<file path="config.mk">
export PLATFORM = sky130hd
export DESIGN_NAME = skid_pipe
export DESIGN_NICKNAME = d
export VERILOG_FILES = /design/src/rtl/skid_pkg.sv /design/src/rtl/skid_stage.sv /design/src/rtl/skid_pipe.sv
export SDC_FILE = /design/constraint.sdc
export NUM_CORES = 1
export LEC_CHECK = 0
export BUFFER_PORTS_ARGS = -buffer_cell sky130_fd_sc_hd__buf_4
export CORE_ASPECT_RATIO = 1.5
export CORE_UTILIZATION = 56
export DETAILED_ROUTE_END_ITERATION = 8
export GPL_ROUTABILITY_DRIVEN = 0
export HOLD_SLACK_MARGIN = 0.12
export PLACE_DENSITY_LB_ADDON = 0.15
export SLEW_MARGIN = 20
export SYNTH_ARGS = -nofsm -noshare
export SYNTH_HDL_FRONTEND = slang
export SYNTH_HIERARCHICAL = 1
export SYNTH_SLANG_ARGS = --single-unit
</file>
<file path="constraint.sdc">
create_clock -name clk -period 5.4 [get_ports clk]
set_clock_uncertainty 0.2 [all_clocks]
set_input_delay 0.54 -clock clk [delete_from_list [all_inputs] [get_ports clk]]
set_output_delay 0.54 -clock clk [all_outputs]
set_load 0.03 [all_outputs]
</file>
<file path="src/rtl/skid_pkg.sv">
// Shared constants and sizing helpers for the skid_pipe register-slice chain.
package skid_pkg;

  localparam int SKID_MAX_STAGES = 16;

  function automatic int skid_occ_w(input int stages);
    return $clog2(2 * stages + 1);
  endfunction

  // Port width for occ; a zero-stage pipe still needs a one-bit port.
  function automatic int skid_occ_pw(input int stages);
    return (skid_occ_w(stages) < 1) ? 1 : skid_occ_w(stages);
  endfunction

endpackage

</file>
<file path="src/rtl/skid_stage.sv">
// One full register slice: registered valid/data forward, registered ready backward,
// with a one-word skid buffer absorbing the word in flight when downstream stalls.
module skid_stage #(
  parameter int L = 8
) (
  input  logic         clk,
  input  logic         rst,
  input  logic         flush,
  input  logic         valid_f,
  output logic         ready_f,
  input  logic [L-1:0] data_f,
  output logic         valid_b,
  input  logic         ready_b,
  output logic [L-1:0] data_b
);

  logic         m_v_q, m_v_d;
  logic         s_v_q, s_v_d;
  logic [L-1:0] m_d_q, m_d_d;
  logic [L-1:0] s_d_q, s_d_d;
  logic         load;
  logic         acc;

  assign ready_f = !s_v_q;
  assign valid_b = m_v_q;
  assign data_b  = m_d_q;

  // Main register may take a new word whenever it is empty or being drained.
  assign load = ready_b | !m_v_q;
  assign acc  = valid_f & !s_v_q;

  always_comb begin
    m_v_d = m_v_q;
    s_v_d = s_v_q;
    m_d_d = m_d_q;
    s_d_d = s_d_q;
    if (flush) begin
      m_v_d = 1'b0;
      s_v_d = 1'b0;
    end else if (load) begin
      m_v_d = s_v_q | acc;
      if (s_v_q) begin
        m_d_d = s_d_q;
      end else if (acc) begin
        m_d_d = data_f;
      end
      s_v_d = 1'b0;
    end else if (acc) begin
      s_v_d = 1'b1;
      s_d_d = data_f;
    end
  end

  always_ff @(posedge clk or negedge rst) begin
    if (!rst) begin
      m_v_q <= 1'b0;
      s_v_q <= 1'b0;
      m_d_q <= '0;
      s_d_q <= '0;
    end else begin
      m_v_q <= m_v_d;
      s_v_q <= s_v_d;
      m_d_q <= m_d_d;
      s_d_q <= s_d_d;
    end
  end

endmodule

</file>
<file path="src/rtl/skid_pipe.sv">
// Chain of STAGES full register slices with synchronous flush.
// Optional occupancy counter and port occ compiled in with SKID_PIPE_OCC_EN.
module skid_pipe
  import skid_pkg::*;
#(
  parameter int L      = 8,
  parameter int STAGES = 2
) (
  input  logic         clk,
  input  logic         rst,
  input  logic         flush,
  input  logic         valid_f,
  output logic         ready_f,
  input  logic [L-1:0] data_f,
  output logic         valid_b,
  input  logic         ready_b,
  output logic [L-1:0] data_b
`ifdef SKID_PIPE_OCC_EN
  ,
  output logic [skid_occ_pw(STAGES)-1:0] occ
`endif
);

  if (STAGES == 0) begin : g_pass
    logic unused_ctl;

    assign ready_f    = ready_b;
    assign valid_b    = valid_f;
    assign data_b     = data_f;
    assign unused_ctl = clk ^ rst ^ flush;
`ifdef SKID_PIPE_OCC_EN
    assign occ = '0;
`endif
  end else begin : g_chain
    logic [STAGES:0] v;
    logic [STAGES:0] r;
    logic [L-1:0]    d [STAGES+1];

    assign v[0]       = valid_f;
    assign d[0]       = data_f;
    assign ready_f    = r[0];
    assign valid_b    = v[STAGES];
    assign data_b     = d[STAGES];
    assign r[STAGES]  = ready_b;

    for (genvar k = 0; k < STAGES; k++) begin : g_stage
      skid_stage #(
        .L(L)
      ) u_stage (
        .clk     (clk),
        .rst     (rst),
        .flush   (flush),
        .valid_f (v[k]),
        .ready_f (r[k]),
        .data_f  (d[k]),
        .valid_b (v[k+1]),
        .ready_b (r[k+1]),
        .data_b  (d[k+1])
      );
    end

`ifdef SKID_PIPE_OCC_EN
    localparam int OW = skid_occ_pw(STAGES);
    logic [OW-1:0] occ_q, occ_d;
    logic          in_xfer;
    logic          out_xfer;

    assign in_xfer  = valid_f & ready_f;
    assign out_xfer = valid_b & ready_b;
    assign occ      = occ_q;

    // Accept and deliver on the same edge cancel; flush drops everything held.
    always_comb begin
      occ_d = occ_q;
      if (flush) begin
        occ_d = '0;
      end else if (in_xfer && !out_xfer) begin
        occ_d = occ_q + OW'(1);
      end else if (!in_xfer && out_xfer) begin
        occ_d = occ_q - OW'(1);
      end
    end

    always_ff @(posedge clk or negedge rst) begin
      if (!rst) begin
        occ_q <= '0;
      end else begin
        occ_q <= occ_d;
      end
    end
`endif
  end

endmodule
</file>
; ---- Word-level counts from Yosys, hierarchy flattened
; Index checks and enable logic that the tools add are counted.
[classes]
n_reduce_logical = 14
muxes = 14
n_bitwise = 9
[ops]
columns = operator, n
row1 = 8-bit two-way mux, 4
row2 = 3-bit AND reduction, 4
row3 = 1-bit two-way mux, 10
row4 = 2-bit nonzero test, 4
row5 = 3-bit nonzero test, 2
row6 = 1-bit zero test, 4
row7 = 1-bit bitwise OR, 4
row8 = 1-bit inverter, 3
row9 = 1-bit AND, 2
[word_totals]
register_bits = 36
inputBits = 13

; ---- Logic depth before layout (Yosys ltp)
[depth]
depth_word = 5
mapped_depth = 5

; ---- Modules after synthesis
; Netlist, hierarchy kept.
[modules_own_cells]
columns = mod, cells_each, area_each_um2, n_inst
row1 = skid_stage, 51, 808.3, 2

; ---- Worst setup path after synthesis
; Ideal clock, no wire load.
[synth_path]
path_kind = flip-flop to flip-flop
startpoint = register g_chain.g_stage[1].u_stage.s_v_q
endpoint = register g_chain.g_stage[0].u_stage.s_d_q[0]
required_ns = 5.075
setup_time_ns = 0.125
arrival_time_ns = 1.565
setup_slack_ns = 3.510
path_stages_with_launch = 6
period_less_slack_ns = 1.890
path_cell_list = dfrtp_1 buf_4 inv_1 nand2b_4 nor4b_4 mux2_2
[synth_between]
elab_chain_cells = 4
[synth_rtl]
columns = item, line
row1 = "start, declared", skid_stage.sv:18  ; logic s_v_q, s_v_d;
row2 = "start signal, assigned", skid_stage.sv:62  ; s_v_q <= s_v_d;
row3 = 1-bit zero test, skid_stage.sv:24  ; assign ready_f = !s_v_q;
row4 = net g_chain.r[1], skid_pipe.sv:36  ; logic [STAGES:0] r;
row5 = 1-bit bitwise OR, skid_stage.sv:29  ; assign load = ready_b | !m_v_q;
row6 = 1-bit inverter (no source line), --
row7 = 3-bit AND reduction (no source line), --
row8 = "end signal, assigned", skid_stage.sv:59  ; s_d_q <= '0;
row9 = "end signal, assigned", skid_stage.sv:64  ; s_d_q <= s_d_d;
row10 = "end, declared", skid_stage.sv:20  ; logic [L-1:0] s_d_q, s_d_d;
; The timed path passes the listed nets, and every way through them passes these cells.
; A chain may end at the register's enable or synchronous reset.

; ---- Worst setup path after layout
[layout_path]
startpoint = register g_chain.g_stage[1].u_stage.s_v_q
endpoint = register g_chain.g_stage[0].u_stage.s_d_q[3]
; The elaborated chain is that of the path after synthesis.

==> flow_summary.toml <==
[timing]
unrepaired_setup_endpoints_after_global_routing = "false"
drv_slew = 0
max_freq_mhz = 461
fin_setup_tns_ns = 0
timing.final.crit_period_ns = 2.17
worstMarginPinSlew_ns = 0.563
final_hold_viol_count = 0
final.period_utilization_pct = 40.2
relSlewSlack_pct = 62.3
setup-violations-final = 0
worst_hold_slack_across_all_endpoints_ns = 0.294

[hold_path]
holdCritStartpoint = "data_f[1]"
timing.hold.worst_path_depth = 2
hold_path.class = "input port to flop"
worst_hold_path.endpoint = "g_chain.g_stage[0].u_stage/s_d_q[1]$_DFFE_PN0P_"

[flow_run]
maxCapViolCount = 0

[setup_path]
critPathTopFamily = "simple AND/OR/NAND/NOR gates"
timing.critical_path.arrival_ns = 2.14
crit_path_max_fanout = 11
cpPeakStageDelay_ns = 0.63
end_kind = "flop"
critical_path.cell_chain = "inv_1 -> nand2b_4 -> nor4b_4 -> mux2_2"
r2r-end = "g_chain.g_stage[0].u_stage/s_d_q[3]$_DFFE_PN0P_"
crit_path_class = "flop to flop"
critical_path_s_slowest_cell = "dfrtp_1"
cp.buffers_inverters = 1
critPathRequiredTime_ns = 5.37
setup.worst_path.start_class = "flop"
worst-r2r-setup-slack_ns = 3.23
r2r.worst_path.cells = 4
r2r-start = "g_chain.g_stage[1].u_stage/s_v_q$_DFFE_PN0P_"

[global_route]
gr-usage-all-layers_pct = 19.0
via_count_of_the_first_global_routing_pass = 850
grt_overflow_total = 0
grt_start_max_net_pins = 37
grt_first_pass_wirelength_um = 4000
initial_antenna_violation_count = 0

[final_layout]
nFillCells = 216
fin_nets = 143
drive_above_1_share_pct = 64.6
area_growth_syn_to_layout_pct = 17.6
num_antenna_cells = 0
final_core_utilization_pct = 70.3

[routing]
num_vias = 865
wl_um = 2370
detail_route.first_pass.iterations = 2
initialDrtViolationCount = 4
post_drt_wl_per_cell_um = 14.2
detail-route-antenna-nets = 0
detailed_route_drc_error_count = 0
viasPerCell = 5.18

[clock_tree]
clk_root_buffer_cell = "clkbuf_8"
tritoncts.num_buffers = 5
clk-insertion-delay-late_ns = 0.28
clock_sink_count = 36
ctsHtreeMaxLevel = 2
clkTransAtPathRegs_ns = 0.06
tritoncts = "done"
longest_clk_path_bufs = 2
post-cts-setup-buffers = 0
number_of_buffers_added_to_fix_hold_violations_after_cts = 1
post_cts_sizing = 0

[floorplan]
std_cell_rows = 23
floorplan.die.height_um = 67.8
design.portCount = 23
placeableCoreArea_um2 = 2710
horizontal_die_dimension_um = 45.9
initial_utilization_pct = 59.8
floorplan.die_area_um2 = 3110

[yosys]
synth_nets = 115
synth-seq-cells = 36
netlist_area_um2 = 1620
synth_cells = 102
sequential_fraction_of_the_synthesis_area_pct = 55.7
synthDistinctLibCells = 11
yosys_warnings = 6
synth.avg_cell_area_um2 = 15.8

[power_and_ir_drop]
total_power_mw = 0.656
p_int_mw = 0.475
clockPowerShare_pct = 26.1
pwr_density_cell_nw_per_um2 = 345
netSwitchingFraction_pct = 27.5
vdd.ir_drop.worst_uv = 275
total_leakage_power_nw = 0.854
comb_power_share_pct = 22.5
seqPwrFrac_pct = 51.4
power.switching_mw = 0.180

[placed_design]
port_buffers = 22
detailedPlacementHpwl_um = 1720

[run_status]
outcome = "finished clean"
## layer usage
metal	track usage (%)	part of all wire [%]
met1	23.2	44
met2	28.3	49
met4	13.6	2.7
met5	0	0
met3	5.08	4.3
## power by group through the flow
stage	registers (mW)	clock network (mW)	logic (mW)
3_3_place_gp	0.340	0	0.145
5_1_grt	0.344	0.192	0.157
3_5_place_dp	0.342	0	0.149
2_1_floorplan	0.376	0	0.0559
6_report	0.337	0.171	0.148
4_1_cts	0.338	0.179	0.150
## placed cells by master (no fill, tap or decap)
| cell type | Yosys | final |
|---|---|---|
| mux2_2 | 48 | 48 |
| dfrtp_1 | 36 | 36 |
| buf_4 | 2 | 22 |
| clkbuf_8 | 0 | 5 |
| inv_1 | 2 | 2 |
| nand2b_4 | 2 | 2 |
| nor2_1 | 2 | 2 |
| a21oi_1 | 2 | 2 |
| nor3_1 | 2 | 2 |
| and2b_2 | 2 | 2 |
| nor3_4 | 2 | 2 |
| nor4b_4 | 2 | 2 |
| clkinv_2 | 0 | 1 |
| clkbuf_1 | 0 | 1 |
| dlygate4sd3_1 | 0 | 1 |
## worst max-delay path by stage
stage	start	to	slack, ns	cells after the start
4_1_cts	g_chain.g_stage[1].u_stage/s_v_q$_DFFE_PN0P_	g_chain.g_stage[0].u_stage/s_d_q[3]$_DFFE_PN0P_	3.20	4
3_5_place_dp	g_chain.g_stage[1].u_stage/s_v_q$_DFFE_PN0P_	g_chain.g_stage[0].u_stage/s_d_q[3]$_DFFE_PN0P_	3.21	4
2_1_floorplan	g_chain.g_stage[1].u_stage/s_v_q$_DFFE_PN0P_	g_chain.g_stage[0].u_stage/s_d_q[0]$_DFFE_PN0P_	3.51	5
5_1_grt	g_chain.g_stage[1].u_stage/s_v_q$_DFFE_PN0P_	g_chain.g_stage[0].u_stage/s_d_q[2]$_DFFE_PN0P_	3.14	4
3_3_place_gp	g_chain.g_stage[1].u_stage/s_v_q$_DFFE_PN0P_	g_chain.g_stage[0].u_stage/s_d_q[2]$_DFFE_PN0P_	3.28	4
6_report	g_chain.g_stage[1].u_stage/s_v_q$_DFFE_PN0P_	g_chain.g_stage[0].u_stage/s_d_q[3]$_DFFE_PN0P_	3.23	4
## worst reg2reg max path, cell delays in order (launching register included)
cell      delay (ns)
dfrtp_1         0.63
inv_1           0.12
nand2b_4        0.18
nor4b_4         0.54
mux2_2          0.40
## per-stage QoR
stage | area (um^2) | cells | worst slack (ns)
2_1_floorplan | 1620 | 102 | 3.51
6_report | 1900 | 167 | 3.23
4_1_cts | 1900 | 167 | 3.20
3_3_place_gp | 1810 | 159 | 3.28
5_1_grt | 1900 | 167 | 3.14
3_5_place_dp | 1810 | 159 | 3.21
## area by class of cell
cell class | instances | area [um^2] | share of cell area [%]
repair buffers | 23 | 175 | 9.22
inverters | 2 | 7.51 | 0.395
multi-input cells | 62 | 693 | 36.5
clock inverters | 1 | 5.00 | 0.263
well taps | 37 | 46.3 | 2.44
clock buffers | 6 | 72.6 | 3.82
flip-flops and latches | 36 | 901 | 47.4
## flip-flops by register name, summed over array words and instances (netlist names)
| signal | cells |
|---|---|
| g_chain.g_stage.u_stage/data_b | 16 |
| g_chain.g_stage.u_stage/valid_b | 2 |
| g_chain.g_stage.u_stage/s_d_q | 16 |
| g_chain.g_stage.u_stage/s_v_q | 2 |
## cell families (layout without fill, tap and decap cells)
logic type / after synthesis / count (layout) / share of synthesized area, %
compound gates: 2 / 2 / 0.619
buf+inv: 4 / 32 / 1.39
flops: 36 / 36 / 55.7
mux: 48 / 48 / 33.4
simple gates: 12 / 12 / 8.82
## Yosys cell counts
master / n / area, um^2
nor4b_4: 2 / 47.6
dfrtp_1: 36 / 901
inv_1: 2 / 7.51
nor3_4: 2 / 32.5
and2b_2: 2 / 17.5
mux2_2: 48 / 541
nor3_1: 2 / 10.0
a21oi_1: 2 / 10.0
buf_4: 2 / 15.0
nand2b_4: 2 / 27.5
nor2_1: 2 / 7.51
(Power assumes the default switching activity.)
